### config.mk
export PLATFORM = sky130hd
export DESIGN_NAME = hs_link_arbiter
export DESIGN_NICKNAME = d
export VERILOG_FILES = /design/src/rtl/hs_link_arbiter.sv
export SDC_FILE = /design/constraint.sdc
export NUM_CORES = 1
export LEC_CHECK = 0
export CORE_MARGIN = 1.5
export CORE_UTILIZATION = 26
export CTS_BUF_LIST = sky130_fd_sc_hd__clkbuf_4 sky130_fd_sc_hd__clkbuf_8
export CTS_CLUSTER_DIAMETER = 120
export DETAILED_ROUTE_END_ITERATION = 8
export DONT_BUFFER_PORTS = 1
export PLACE_DENSITY_LB_ADDON = 0.3
export REMOVE_ABC_BUFFERS = 1
export SYNTH_ARGS = -nofsm -noshare
export SYNTH_HDL_FRONTEND = slang
export SYNTH_SLANG_ARGS = --single-unit
### constraint.sdc
create_clock -name clk_a -period 2.7 [get_ports clk_a]
set_input_delay 0 -clock clk_a [delete_from_list [all_inputs] [get_ports clk_a]]
set_output_delay 0 -clock clk_a [all_outputs]
set_load 0.1 [all_outputs]
### src/rtl/hs_link_arbiter.sv
// Round-robin arbiter that shares one 4-phase req/ack link among NUM_REQ producers.
// It synchronizes the far-domain ack, enforces an idle gap after each transfer, and times out on a lost ack.
module hs_link_arbiter #(
  parameter int NUM_REQ        = 4,
  parameter int DATA_WIDTH     = 4,
  parameter int SYNC_STAGE     = 2,
  parameter int GAP_CYCLES     = 4,
  parameter int TIMEOUT_CYCLES = 64
) (
  input  logic                             clk_a,
  input  logic                             rst_n,
  input  logic [NUM_REQ-1:0]               src_valid,
  input  logic [NUM_REQ*DATA_WIDTH-1:0]    src_data,
  output logic [NUM_REQ-1:0]               src_ready,
  output logic                             link_req,
  output logic [DATA_WIDTH-1:0]            link_data,
  output logic [$clog2(NUM_REQ)-1:0]       link_id,
  input  logic                             link_ack,
  output logic                             done,
  output logic                             timeout_err,
  output logic                             busy
);

  localparam int IW = $clog2(NUM_REQ);
  localparam int TW = $clog2(TIMEOUT_CYCLES + 1);
  localparam int GW = (GAP_CYCLES > 0) ? $clog2(GAP_CYCLES + 1) : 1;
  localparam logic [TW-1:0] TO_LAST  = TW'(TIMEOUT_CYCLES - 1);
  localparam logic [GW-1:0] GAP_LAST = GW'((GAP_CYCLES > 0) ? GAP_CYCLES - 1 : 0);

  typedef enum logic [1:0] {
    IDLE    = 2'd0,
    REQ     = 2'd1,
    ACK_LOW = 2'd2,
    GAP     = 2'd3
  } state_t;

  state_t                  state_q, state_d;
  logic [SYNC_STAGE:0]     sync_q, sync_d;
  logic                    link_req_q, link_req_d;
  logic [DATA_WIDTH-1:0]   link_data_q, link_data_d;
  logic [IW-1:0]           link_id_q, link_id_d;
  logic [IW-1:0]           last_q, last_d;
  logic                    done_q, done_d;
  logic                    timeout_q, timeout_d;
  logic [TW-1:0]           tcnt_q, tcnt_d;
  logic [GW-1:0]           gcnt_q, gcnt_d;

  logic                    ack_s;
  logic                    ack_rise;
  logic [IW-1:0]           grant;
  logic                    grant_vld;

  // Stage 0 is the metastability catcher; the extra top stage only serves edge detection.
  assign sync_d   = {sync_q[SYNC_STAGE-1:0], link_ack};
  assign ack_s    = sync_q[SYNC_STAGE-1];
  assign ack_rise = ack_s & ~sync_q[SYNC_STAGE];

  // First valid requester after the previous owner, wrapping modulo NUM_REQ.
  always_comb begin
    grant     = '0;
    grant_vld = 1'b0;
    for (int k = 1; k <= NUM_REQ; k++) begin
      if (!grant_vld && src_valid[(int'(last_q) + k) % NUM_REQ]) begin
        grant_vld = 1'b1;
        grant     = IW'((int'(last_q) + k) % NUM_REQ);
      end
    end
  end

  always_comb begin
    state_d     = state_q;
    link_req_d  = link_req_q;
    link_data_d = link_data_q;
    link_id_d   = link_id_q;
    last_d      = last_q;
    done_d      = 1'b0;
    timeout_d   = 1'b0;
    tcnt_d      = tcnt_q;
    gcnt_d      = gcnt_q;
    src_ready   = '0;
    case (state_q)
      IDLE: begin
        if (grant_vld) begin
          src_ready[grant] = 1'b1;
          link_data_d      = src_data[int'(grant)*DATA_WIDTH +: DATA_WIDTH];
          link_id_d        = grant;
          last_d           = grant;
          link_req_d       = 1'b1;
          tcnt_d           = '0;
          state_d          = REQ;
        end
      end
      REQ: begin
        // An ack arriving in the timeout cycle still counts as a clean completion.
        if (ack_rise) begin
          link_req_d = 1'b0;
          done_d     = 1'b1;
          state_d    = ACK_LOW;
        end else if (tcnt_q == TO_LAST) begin
          link_req_d = 1'b0;
          timeout_d  = 1'b1;
          state_d    = ACK_LOW;
        end else begin
          tcnt_d = tcnt_q + 1'b1;
        end
      end
      ACK_LOW: begin
        if (!ack_s) begin
          gcnt_d  = '0;
          state_d = (GAP_CYCLES == 0) ? IDLE : GAP;
        end
      end
      GAP: begin
        if (gcnt_q == GAP_LAST) begin
          state_d = IDLE;
        end else begin
          gcnt_d = gcnt_q + 1'b1;
        end
      end
      default: state_d = IDLE;
    endcase
  end

  always_ff @(posedge clk_a or negedge rst_n) begin
    if (!rst_n) begin
      state_q     <= IDLE;
      sync_q      <= '0;
      link_req_q  <= 1'b0;
      link_data_q <= '0;
      link_id_q   <= '0;
      last_q      <= IW'(NUM_REQ - 1);
      done_q      <= 1'b0;
      timeout_q   <= 1'b0;
      tcnt_q      <= '0;
      gcnt_q      <= '0;
    end else begin
      state_q     <= state_d;
      sync_q      <= sync_d;
      link_req_q  <= link_req_d;
      link_data_q <= link_data_d;
      link_id_q   <= link_id_d;
      last_q      <= last_d;
      done_q      <= done_d;
      timeout_q   <= timeout_d;
      tcnt_q      <= tcnt_d;
      gcnt_q      <= gcnt_d;
    end
  end

  assign link_req    = link_req_q;
  assign link_data   = link_data_q;
  assign link_id     = link_id_q;
  assign done        = done_q;
  assign timeout_err = timeout_q;
  assign busy        = (state_q != IDLE);

endmodule

After elaboration in Yosys (flattened, before gate mapping)
Index checks and enable logic that the tools add are counted.
{"block": "totals", "reg_bits": 26, "inputBits": 23, "out_inout_bits": 14, "word_cells": 107}
{"block": "op_classes", "addsub": 6, "order_cmp": 6, "eq_ne": 12, "shift": 1, "n_mux": 46, "n_bitwise": 6, "n_reduce_logical": 20}
{"cell": "two-way mux 1 bit", "count": 21}
{"cell": "two-way mux 7 bit", "count": 3}
{"cell": "two-way mux 2 bit", "count": 9}
{"cell": "< comparator 3 x 4 -> 1 bit (second input constant)", "count": 4}
{"cell": "variable part select 16 x 5 -> 4 bit", "count": 1}
{"cell": "case mux 7 bit (2 select lines)", "count": 1}
{"cell": "!= test 2 bit (second input constant)", "count": 6}
{"cell": "binary-select mux 1 bit (select 2 bit)", "count": 4}
{"cell": "two-way mux 4 bit", "count": 2}
{"cell": "case mux 2 bit (4 select lines)", "count": 1}
{"cell": "AND reduction 4 bit", "count": 2}
{"cell": "OR reduction 2 bit", "count": 4}
{"cell": "adder 7 x 1 -> 7 bit (second input constant)", "count": 1}
{"cell": "equality test 7 x 6 -> 1 bit (second input constant)", "count": 1}
{"cell": "two-way mux 3 bit", "count": 2}
{"cell": "case mux 3 bit (2 select lines)", "count": 1}
{"cell": "AND reduction 3 bit", "count": 2}
{"cell": "nonzero test 2 bit", "count": 3}
{"cell": "adder 2 x 1 -> 2 bit (second input constant)", "count": 2}
{"cell": "adder 2 bit (second input constant)", "count": 2}
{"cell": "AND 1 bit (first input constant)", "count": 4}
{"cell": "equality test 2 bit (second input constant)", "count": 2}
{"cell": "logical AND 1 bit", "count": 4}
{"cell": "adder 3 x 1 -> 3 bit (second input constant)", "count": 1}
{"cell": "other kinds (12)", "count": 14}

Logic depth before layout (Yosys ltp)
Gate-level depths: netlist of run 1.
{"block": "logic_depth", "ltp_word": 22, "mapped_depth": 7, "mapped_depth_nobuf": 7}

Worst setup path after synthesis of run 1
Ideal clock, no wire load.
{"block": "synth_timing", "kind": "register to output", "from": "register state_q[0]", "to": "output src_ready[3]", "arrival_ps": 3092, "setup_slack_ps": -392, "path_stages_with_launch": 8, "path_buffers": 1, "cell_sequence": "dfrtp_1 -> inv_1 -> ha_1 -> inv_1 -> nor2_1 -> nand2b_1 -> clkbuf_1 -> nor2b_1"}
{"block": "synth_via", "elab_chain_len": 2}
{"item": "start, declared", "line_no": "37", "text": "state_t state_q, state_d;"}
{"item": "start signal, assigned", "line_no": "137", "text": "state_q <= state_d;"}
{"item": "zero test 2 bit", "line_no": "81", "text": "case (state_q)"}
{"item": "two-way mux 4 bit", "line_no": "81"}
{"item": "end, declared", "line_no": "14", "text": "output logic [NUM_REQ-1:0] src_ready,"}
No other way between the ends.

Worst setup path in the final report of run 1
{"block": "layout_timing", "from": "register last_q[1]", "to": "register link_data_q[0], in the netlist link_data[0]"}
{"block": "layout_via", "elab_chain_len": 15}
{"item": "start, declared", "line_no": "42", "text": "logic [IW-1:0] last_q, last_d;"}
{"item": "start signal, assigned", "line_no": "131", "text": "last_q <= IW'(NUM_REQ - 1);"}
{"item": "start signal, assigned", "line_no": "142", "text": "last_q <= last_d;"}
{"item": "adder 2 x 1 -> 2 bit", "line_no": "63, 65"}
{"item": "binary-select mux 1 bit (select 2 bit)", "line_no": "63", "text": "if (!grant_vld && src_valid[(int'(last_q) + k) % NUM_REQ]) begin"}
{"item": "two-way mux 1 bit (not written as such) (2 in series)", "line_no": "63"}
{"item": "two-way mux 1 bit", "line_no": "63"}
{"item": "zero test 1 bit", "line_no": "63"}
{"item": "logical AND 1 bit", "line_no": "63"}
{"item": "two-way mux 1 bit", "line_no": "63"}
{"item": "zero test 1 bit", "line_no": "63"}
{"item": "logical AND 1 bit", "line_no": "63"}
{"item": "two-way mux 1 bit", "line_no": "63"}
{"item": "zero test 1 bit", "line_no": "63"}
{"item": "logical AND 1 bit", "line_no": "63"}
{"item": "two-way mux 2 bit or two-way mux 1 bit (tied branches)", "line_no": "63"}
{"item": "variable part select 16 x 5 -> 4 bit or AND reduction 2 bit (tied branches)"}
{"item": "end signal, assigned", "line_no": "140", "text": "link_data_q <= link_data_d;"}
{"item": "end, declared", "line_no": "40", "text": "logic [DATA_WIDTH-1:0] link_data_q, link_data_d;"}
Several ways; a longest one is shown, not always the timed one. The select of a mux whose other input is x is not followed.
A chain may end at the register's enable or synchronous reset.

==> flow_metrics.py, run 1 <==
metrics = {
    "sta": {
        "hold_viol": 0,
        "setup_tns_ns": 0,
        "worstMarginPinSlew_ns": 0.865,
        "postLayoutSetupSlackWorst_ns": 0.180,
        "holdWs_ns": 0.0668,
        "fin_crit_ns": 2.52,
        "relSlewSlack": 0.424,
        "grt_setup_unrepaired": "false",
        "finalCritPeriodShare": 0.933,
        "setup_viol": 0,
        "fmax_ghz": 0.397,
        "drv_slew": 0,
        "skew_ns": 0.00522,
    },
    "clocking": {
        "cts_tree": "built",
        "postCtsSetupBuffers": 0,
        "worst_skew_pair.late_latency_ns": 0.28,
        "clkSinkCount": 26,
        "cts-buffers-inserted": 3,
        "clk_pin_slew_ns": 0.10,
        "cts_hold_buffers": 21,
        "clock_path_buffers": 2,
        "htree_levels": 1,
        "cts_root_buffer": "clkbuf_8",
        "cts_resized": 0,
    },
    "synthesis": {
        "synthAdderAreaFrac": 0.0596,
        "muxShareOfSynthArea": 0.0835,
        "yosys.area_share.simple": 0.211,
        "ys_types": 39,
        "synth_top_family_by_area": "simple AND/OR/NAND/NOR gates",
        "synth_area_leader_cell": "dfrtp_1",
        "syn_inst": 149,
        "synthTopCellsByArea": "dfrtp_1 (41%), mux2i_1 (6.8%), ha_1 (6.0%)",
        "synth.ff_latch_count": 26,
        "synth_compound_area_frac": 0.159,
        "seq_area_frac_synth": 0.445,
        "synth-xor-area-share": 0.00596,
        "ys_warn_count": 0,
        "avgSynthCellArea_sq_um": 9.86,
        "syn_area_sq_mm": 0.00147,
        "synth_top_area_frac": 0.409,
    },
    "critical_path": {
        "crit_path_end_kind": "flop",
        "cp_data_required_time_ns": 2.84,
        "critPathKind": "reg -> reg",
        "cp_max_fo": 13,
        "worstPathArrival_ns": 2.66,
        "critPathLaunchType": "flop",
    },
    "hold_path": {
        "worstHoldPathType": "in -> reg",
    },
    "layout": {
        "nets": 216,
        "drive_above_1_share": 0.173,
        "stdcell_count": 257,
        "syn_to_final_growth_pct": 34.7,
        "diodes": 0,
    },
    "place": {
        "dp.cells": 232,
        "preCtsSetupSlack_ns": 0.746,
        "gp_congestion": 0.763,
        "io_buffers": 0,
        "hpwl_um": 2390,
    },
    "grt": {
        "groute.usage.overall": 0.121,
        "grt_pass1_wl_um": 5910,
        "grt_max_degree": 27,
        "grt-ovfl-total": 0,
        "grt_pass1_vias": 1318,
        "antenna_found_initial": 0,
    },
    "power": {
        "ir_drop_v": 0.000519,
        "total_power_uw": 2370,
        "p_leak_uw": 0.000903,
        "power.density_mw_per_mm2": 1200,
    },
    "route": {
        "drt-initial-drc-count": 40,
        "routedWlPerCell_um": 13.6,
        "finalWirelength_um": 3490,
        "via_count": 1238,
        "vias_per_cell": 4.82,
        "drc": 0,
        "ant_nets": 0,
        "drtPass1Iterations": 4,
    },
    "floorplanning": {
        "initial_core_util": 0.268,
        "core_area_sq_mm": 0.00547,
        "row_count": 27,
        "die_h_um": 78.2,
        "pin_count": 37,
        "die_area_sq_mm": 0.00611,
        "die_w_um": 78.2,
    },
    "outcome": {
        "status": "finished clean",
    },
    "job": {
        "cap_violations": 0,
    },
}
[worst paths after layout]
| path | from | endpoint | slack [ns] | depth (start not counted) |
|---|---|---|---|---|
| min in group asynchronous | rst_n | sync_q[0]$_DFF_PN0_ | 0.14 | 2 |
| worst min register to register | sync_q[0]$_DFF_PN0_ | sync_q[1]$_DFF_PN0_ | 0.36 | 0 |
| worst min-delay path | src_valid[1] | link_req$_DFFE_PN0P_ | 0.07 | 4 |
| worst max-delay path | last_q[1]$_DFFE_PN1P_ | link_data[0]$_DFFE_PN0P_ | 0.18 | 6 |
| max in group asynchronous | rst_n | last_q[1]$_DFFE_PN1P_ | 2.32 | 2 |
| worst max register to register | last_q[1]$_DFFE_PN1P_ | link_data[0]$_DFFE_PN0P_ | 0.18 | 6 |
[layout by cell type (no fill, tap or decap), types with 2 or more instances in the layout]
cell,count
buf_12,4
dfrtp_1,24
clkbuf_8,3
dfstp_2,2
mux2_2,2
and3_1,3
nor3_1,2
mux2i_1,10
inv_1,8
nor2b_1,2
dlygate4sd3_1,20
nand2_1,18
buf_4,11
nor2_1,9
o221ai_1,6
ha_1,7
o21ai_0,7
nor2_2,2
a21oi_1,10
nand2b_1,5
o2111ai_1,2
and4_1,2
or3_1,2
nand3_1,5
[routing by layer]
layer	part of all wire	GRT usage	up-vias
li1	-	-	611
met1	0.45	0.146	592
met2	0.50	0.214	31
met3	0.035	0.0198	4
met4	0.0080	0.0464	0
met5	0	0	-
[critical path, cell delays in order, from the launching register on]
cell           delay (ns)
dfstp_2              0.59
nand2b_1             0.11
a21oi_1              0.07
o221ai_2             0.65
mux2i_1              0.27
dlygate4sd3_1        0.57
o221ai_1             0.12
[cells in the mapped netlist]
cell and instances:
a21o_1 1, a21oi_1 10, a22oi_1 1, a31o_2 1, a31oi_1 1, and2_1 1
and3_1 3, and3_2 1, and4_1 2, buf_4 1, buf_6 1, clkbuf_1 1
dfrtp_1 24, dfstp_2 2, ha_1 7, inv_1 8, mux2_2 2, mux2i_1 10
nand2_1 18, nand2b_1 5, nand3_1 5, nor2_1 11, nor2_4 1, nor2b_1 3
nor3_1 2, nor3b_1 1, nor4_4 1, o2111ai_1 2, o211a_1 1, o211ai_1 1
o21ai_0 7, o221ai_1 6, o221ai_2 1, o22ai_1 1, o32a_1 1, or2_2 1
or3_1 2, or4_1 1, xor2_1 1
[logic make-up (layout without fill, tap and decap cells)]
kind of cell               Yosys count  in the layout
xor gates and xnor gates             1              1
AOI/OAI and AO/OA                   34             34
DFF                                 26             26
adders and majority gates            7              7
buffers and inverters               11             47
and+or+nand+nor                     58             58
muxes                               12             12
[area by class of cell]
cell class | count | area [sq um]
timing repair buffer | 35 | 363
multi-input combinational | 112 | 771
clock buffer | 3 | 41.3
sequential | 26 | 653
inverter | 8 | 30.0
tap | 72 | 90.1
fill | 556 | 3490
clock inverter | 1 | 30.0
[sequential cells by signal, indices dropped and copies added, names as in the netlist]
register     cells
tcnt_q           7
link_data        4
gcnt_q           3
sync_q           3
last_q           2
link_id          2
state_q          2
done             1
link_req         1
timeout_err      1
[where the power goes]
group	switching [uW]	internal (uW)	total [uW]	leakage, uW
sequential	105	524	628	0.000325
clock	129	199	328	0.0000357
combinational	962	453	1420	0.000542
total	1200	1180	2370	0.000903
[through the flow]
step           utilization  instance area (sq um)
3_5_place_dp         0.308                   1690
6_report             0.361                   1980
2_1_floorplan            -                   1450
3_3_place_gp         0.308                   1690
4_1_cts              0.361                   1980
5_1_grt              0.361                   1980
(Power assumes the default switching activity.)
==> inputs of run 2 (changes only) <==
- BUFFER_PORTS_ARGS: not set -> -buffer_cell sky130_fd_sc_hd__buf_2
- DONT_BUFFER_PORTS: 1 -> not set
==> run 2 against run 1 <==
Effect of this change: clock power decreased by 22%; setup slack better by 0.14 ns; clock skew is 0.0053 ns higher; count of clock-buffer cells in the layout grew 1; register-to-register slack improved by 0.53 ns; first-iteration DRC count is 13% lower; worst hold slack got worse by 0.019 ns; maximum frequency is 6.0% higher; sequential share of layout area up 3.3 points; combinational power is 11% lower; cell count increased by 1.6%; via count fell by 3.7%; critical endpoint is now src_ready[3]; largest power group unchanged.
==> flow_metrics.py, run 2 (synthesized netlist as in run 1, its figures left out) <==
metrics = {
    "outcome": {
        "status": "finished clean",
    },
    "floorplanning": {
        "die_w_um": 78.2,
        "initial_core_util": 0.268,
        "core_area_sq_mm": 0.00547,
        "row_count": 27,
        "die_area_sq_mm": 0.00611,
        "die_h_um": 78.2,
        "pin_count": 37,
    },
    "place": {
        "gp_congestion": 0.748,
        "io_buffers": 36,
        "dp.cells": 255,
        "hpwl_um": 2370,
    },
    "clocking": {
        "clkSinkCount": 26,
        "clk_pin_slew_ns": 0.10,
        "htree_levels": 1,
        "clock_path_buffers": 2,
        "worst_skew_pair.late_latency_ns": 0.27,
        "cts-buffers-inserted": 3,
        "cts_tree": "built",
        "postCtsSetupBuffers": 0,
        "cts_root_buffer": "clkbuf_8",
    },
    "layout": {
        "mostFrequentLayoutCell": "buf_2",
        "regMostFlops": "tcnt_q",
        "layout_common_cells": "buf_2 (36), dfrtp_1 (24), nand2_1 (18), nor2_1 (11)",
        "syn_to_final_growth_pct": 22.5,
        "final.fill_count": 571,
        "fin_util": 0.329,
        "multiInputGateArea_sq_um": 763,
        "largest_reg_flops": 7,
        "nets": 220,
        "stdcell_count": 261,
        "diodes": 0,
        "register_area_sq_um": 653,
        "drive_above_1_share": 0.270,
    },
    "route": {
        "drc": 0,
        "finalWirelength_um": 3080,
        "routedWlPerCell_um": 11.8,
        "via_count": 1192,
        "vias_per_cell": 4.57,
        "drt-initial-drc-count": 35,
        "ant_nets": 0,
        "drtPass1Iterations": 4,
    },
    "sta": {
        "relSlewSlack": 0.525,
        "fmax_ghz": 0.421,
        "finalCritPeriodShare": 0.881,
        "skew_ns": 0.0105,
        "fin_crit_ns": 2.38,
        "worstMarginPinSlew_ns": 0.712,
        "holdWs_ns": 0.0482,
        "hold_viol": 0,
        "setup_viol": 0,
        "grt_setup_unrepaired": "false",
        "drv_slew": 0,
    },
    "power": {
        "p_leak_uw": 0.000886,
        "power.density_mw_per_mm2": 1190,
        "ir_drop_v": 0.000477,
    },
    "critical_path": {
        "slowest_stage": "buf_2",
        "critPathMaxStageDelay_ns": 0.43,
        "cp_max_fo": 8,
        "worstPathCellList": "inv_1 -> ha_1 -> inv_1 -> nor2_1 -> nand2b_1 -> nor2b_1 -> buf_2",
        "crit_buf_inv": 3,
        "cpMostUsedCell": "inv_1",
        "critPathKind": "reg -> out",
        "worstPathArrival_ns": 2.38,
        "crit_path_end_kind": "output pin",
        "critPathLaunchType": "flop",
        "crit_family": "simple AND/OR/NAND/NOR gates",
        "r2r_setup_slack_ns": 0.71,
        "cp_data_required_time_ns": 2.70,
    },
    "grt": {
        "antenna_found_initial": 0,
        "grt_max_degree": 27,
        "grt_pass1_wl_um": 5330,
        "groute.usage.overall": 0.108,
        "grt_pass1_vias": 1195,
        "grt-ovfl-total": 0,
    },
    "hold_path": {
        "worstHoldPathType": "in -> reg",
    },
    "job": {
        "cap_violations": 0,
    },
}
## run 2: cell types whose count changed in the layout (fill, tap and decap cells not counted), moves of 2 or more
cell,before,now
dlygate4sd3_1,20,2
buf_4,11,1
buf_2,0,36
nor2_1,9,11
buf_12,4,0
nor2_2,2,0
## run 2: worst reg2reg max path: stages, from the launching register on
cell and delay [ns]:
dfstp_2 0.59, nand2b_1 0.12, a21oi_1 0.07, o221ai_2 0.57
buf_4 0.23, mux2i_1 0.17, o221ai_1 0.12
## run 2: what timing repair did
item	in CTS	in global routing
endpoints found under the hold margin	25	0
gates resized for setup	0	0
hold buffers	2	0
## run 2: metrics by stage
step	setup slack [ns]	power [uW]	TNS, ns	area, sq um
after global routing	0.0702	2310	0	1800
after floorplan	-0.359	1670	-0.856	1450
after CTS	0.293	2170	0	1800
after detailed placement	0.610	1910	0	1720
after global placement	0.592	1900	0	1720
final	0.323	2150	0	1800
## run 2: report_power, final
group	switching [uW]	total [uW]	leakage, uW	internal [uW]
clock	125	256	0.0000288	130
sequential	96.0	620	0.000325	524
combinational	933	1270	0.000532	340
total	1150	2150	0.000886	994
## run 2: final timing paths
path	startpoint	to	cells after the start
max	state_q[0]$_DFFE_PN0P_	src_ready[3]	7
min	src_data[3]	link_data[3]$_DFFE_PN0P_	3
max reg2reg	last_q[1]$_DFFE_PN1P_	link_data[3]$_DFFE_PN0P_	6
min reg2reg	sync_q[0]$_DFF_PN0_	sync_q[1]$_DFF_PN0_	0
max in group asynchronous	rst_n	tcnt_q[5]$_DFFE_PN0P_	2
min in group asynchronous	rst_n	sync_q[0]$_DFF_PN0_	2
## run 2: area by class of cell
cell class,instances,area share
Multi-Input combinational cell,112,0.424
Sequential cell,26,0.363
Timing Repair Buffer,39,0.115
Tap cell,72,0.0501
Clock buffer,4,0.0306
Inverter,8,0.0167
## run 2: per-layer routing
| metal | up-vias | GRT usage | part of all wire |
|---|---|---|---|
| li1 | 620 | - | - |
| met1 | 545 | 0.134 | 0.47 |
| met2 | 25 | 0.182 | 0.47 |
| met3 | 2 | 0.0244 | 0.053 |
| met4 | 0 | 0.0429 | 0.0065 |
| met5 | - | 0 | 0 |
==> inputs of run 3 (changes only) <==
- RECOVER_POWER: not set -> 100
- SETUP_SLACK_MARGIN: not set -> 0.15
==> run 3 against run 2 <==
Effect of this change: die area unchanged; global-route usage is the same; design area is 0.63% lower; critical path type unchanged; critical endpoint is now src_ready[2]; critical path depth unchanged; maximum frequency shrank 1.5%.
==> flow_metrics.py, run 3 (synthesized netlist as in run 1, its figures left out) <==
metrics = {
    "outcome": {
        "status": "finished clean",
    },
    "sta": {
        "fin_crit_ns": 2.41,
        "drv_slew": 0,
        "hold_viol": 0,
        "skew_ns": 0.0102,
        "relSlewSlack": 0.0610,
        "grt_setup_unrepaired": "false",
        "finalCritPeriodShare": 0.894,
        "fmax_ghz": 0.414,
        "worstMarginPinSlew_ns": 1.41,
        "setup_viol": 0,
    },
    "clocking": {
        "clock_path_buffers": 2,
        "worst_skew_pair.late_latency_ns": 0.27,
        "cts_tree": "built",
        "clk_pin_slew_ns": 0.10,
        "cts_root_buffer": "clkbuf_8",
        "htree_levels": 1,
        "postCtsSetupBuffers": 0,
        "cts-buffers-inserted": 3,
        "clkSinkCount": 26,
    },
    "floorplanning": {
        "die_h_um": 78.2,
        "row_count": 27,
        "initial_core_util": 0.268,
        "pin_count": 37,
        "core_area_sq_mm": 0.00547,
        "die_area_sq_mm": 0.00611,
        "die_w_um": 78.2,
    },
    "route": {
        "ant_nets": 0,
        "vias_per_cell": 4.58,
        "via_count": 1195,
        "drt-initial-drc-count": 35,
        "drtPass1Iterations": 4,
        "routedWlPerCell_um": 11.8,
        "drc": 0,
        "finalWirelength_um": 3090,
    },
    "critical_path": {
        "cp_max_fo": 8,
        "critPathLaunchType": "flop",
        "worstReg2RegStart": "last_q[1]$_DFFE_PN1P_",
        "worstPathArrival_ns": 2.41,
        "cp_data_required_time_ns": 2.70,
        "worstPathCellList": "inv_1 -> ha_1 -> inv_1 -> nor2_1 -> nand2b_1 -> nor2_1 -> clkbuf_2",
        "critPathMaxStageDelay_ns": 0.47,
        "r2r_setup_slack_ns": 0.60,
        "critPathKind": "reg -> out",
        "crit_path_end_kind": "output pin",
        "slowest_stage": "clkbuf_2",
        "worstRegToRegCells": 6,
        "cp.depth": 7,
        "worstSetupStartpoint": "state_q[0]$_DFFE_PN0P_",
        "crit_end": "src_ready[2]",
        "crit_buf_inv": 3,
        "r2r_end": "link_data[3]$_DFFE_PN0P_",
        "crit_family": "simple AND/OR/NAND/NOR gates",
    },
    "layout": {
        "final_area_sq_mm": 0.00179,
        "syn_to_final_growth_pct": 21.7,
        "layout_common_cells": "dfrtp_1 (24), buf_2 (22), nand2_1 (18), nor2_1 (11), clkbuf_1 (11)",
        "mostFrequentLayoutCell": "dfrtp_1",
        "largest_reg_flops": 7,
        "nets": 220,
        "diodes": 0,
        "regMostFlops": "tcnt_q",
        "stdcell_count": 261,
        "drive_above_1_share": 0.206,
    },
    "hold_path": {
        "worstHoldPathType": "in -> reg",
        "hp-start": "src_data[3]",
    },
    "grt": {
        "grt_max_degree": 27,
        "grt-ovfl-total": 0,
        "grt_pass1_vias": 1195,
        "antenna_found_initial": 0,
        "groute.usage.overall": 0.108,
        "grt_pass1_wl_um": 5330,
    },
    "place": {
        "gp_congestion": 0.748,
        "hpwl_um": 2370,
        "io_buffers": 36,
        "post_dp_cell_area_sq_mm": 0.00172,
        "dp.cells": 255,
    },
    "job": {
        "cap_violations": 0,
    },
    "power": {
        "power.density_mw_per_mm2": 1190,
        "ir_drop_v": 0.000463,
        "p_leak_uw": 0.000848,
    },
}
==> run 3: cell type report <==
cell class | instances | area (sq um)
inverter | 8 | 30.0
sequential | 26 | 653
tap | 72 | 90.1
clock buffer | 4 | 55.1
timing repair buffer | 39 | 196
fill | 573 | 3680
multi-input combinational | 112 | 763
==> run 3: power by group <==
| part | internal, uW | switching (uW) |
|---|---|---|
| Sequential | 522 | 97.3 |
| Clock | 130 | 125 |
| Combinational | 322 | 935 |
| Total | 975 | 1160 |
==> run 3: per-layer routing <==
layer,routed length [um],track usage
met5,0,0
met4,20,0.0429
met3,165,0.0244
met2,1450,0.182
met1,1460,0.134
==> run 3: stage by stage <==
step                      setup WS [ns]  hold WS (ns)  utilization  TNS (ns)  total power, uW
after floorplan                  -0.359        -0.296            -    -0.856             1670
after global placement            0.592        0.0398        0.315         0             1900
after detailed placement          0.610        0.0489        0.315         0             1910
after CTS                         0.293        0.0408        0.329         0             2170
after global routing             0.0889        0.0567        0.327         0             2300
final                             0.287        0.0481        0.327         0             2130
==> run 3: worst min-delay path by stage <==
stage / end / slack [ns] / cells past startpoint
after floorplan: done$_DFF_PN0_ / -0.30 / 0
after global placement: sync_q[0]$_DFF_PN0_ / 0.04 / 1
after detailed placement: sync_q[0]$_DFF_PN0_ / 0.05 / 1
after CTS: link_data[3]$_DFFE_PN0P_ / 0.04 / 3
after global routing: link_data[3]$_DFFE_PN0P_ / 0.06 / 3
final: link_data[3]$_DFFE_PN0P_ / 0.05 / 3
==> run 3: what timing repair did <==
action | 4_1_cts | 5_1_grt
hold buffers | 2 | 0
endpoints found under the hold margin | 25 | 0
resized for setup | 0 | 2
endpoints found under the setup margin | 0 | 2
==> run 3: worst min-delay path, stage by stage <==
cell and delay (ns):
buf_2 0.07, mux2i_1 0.05, o221ai_1 0.15
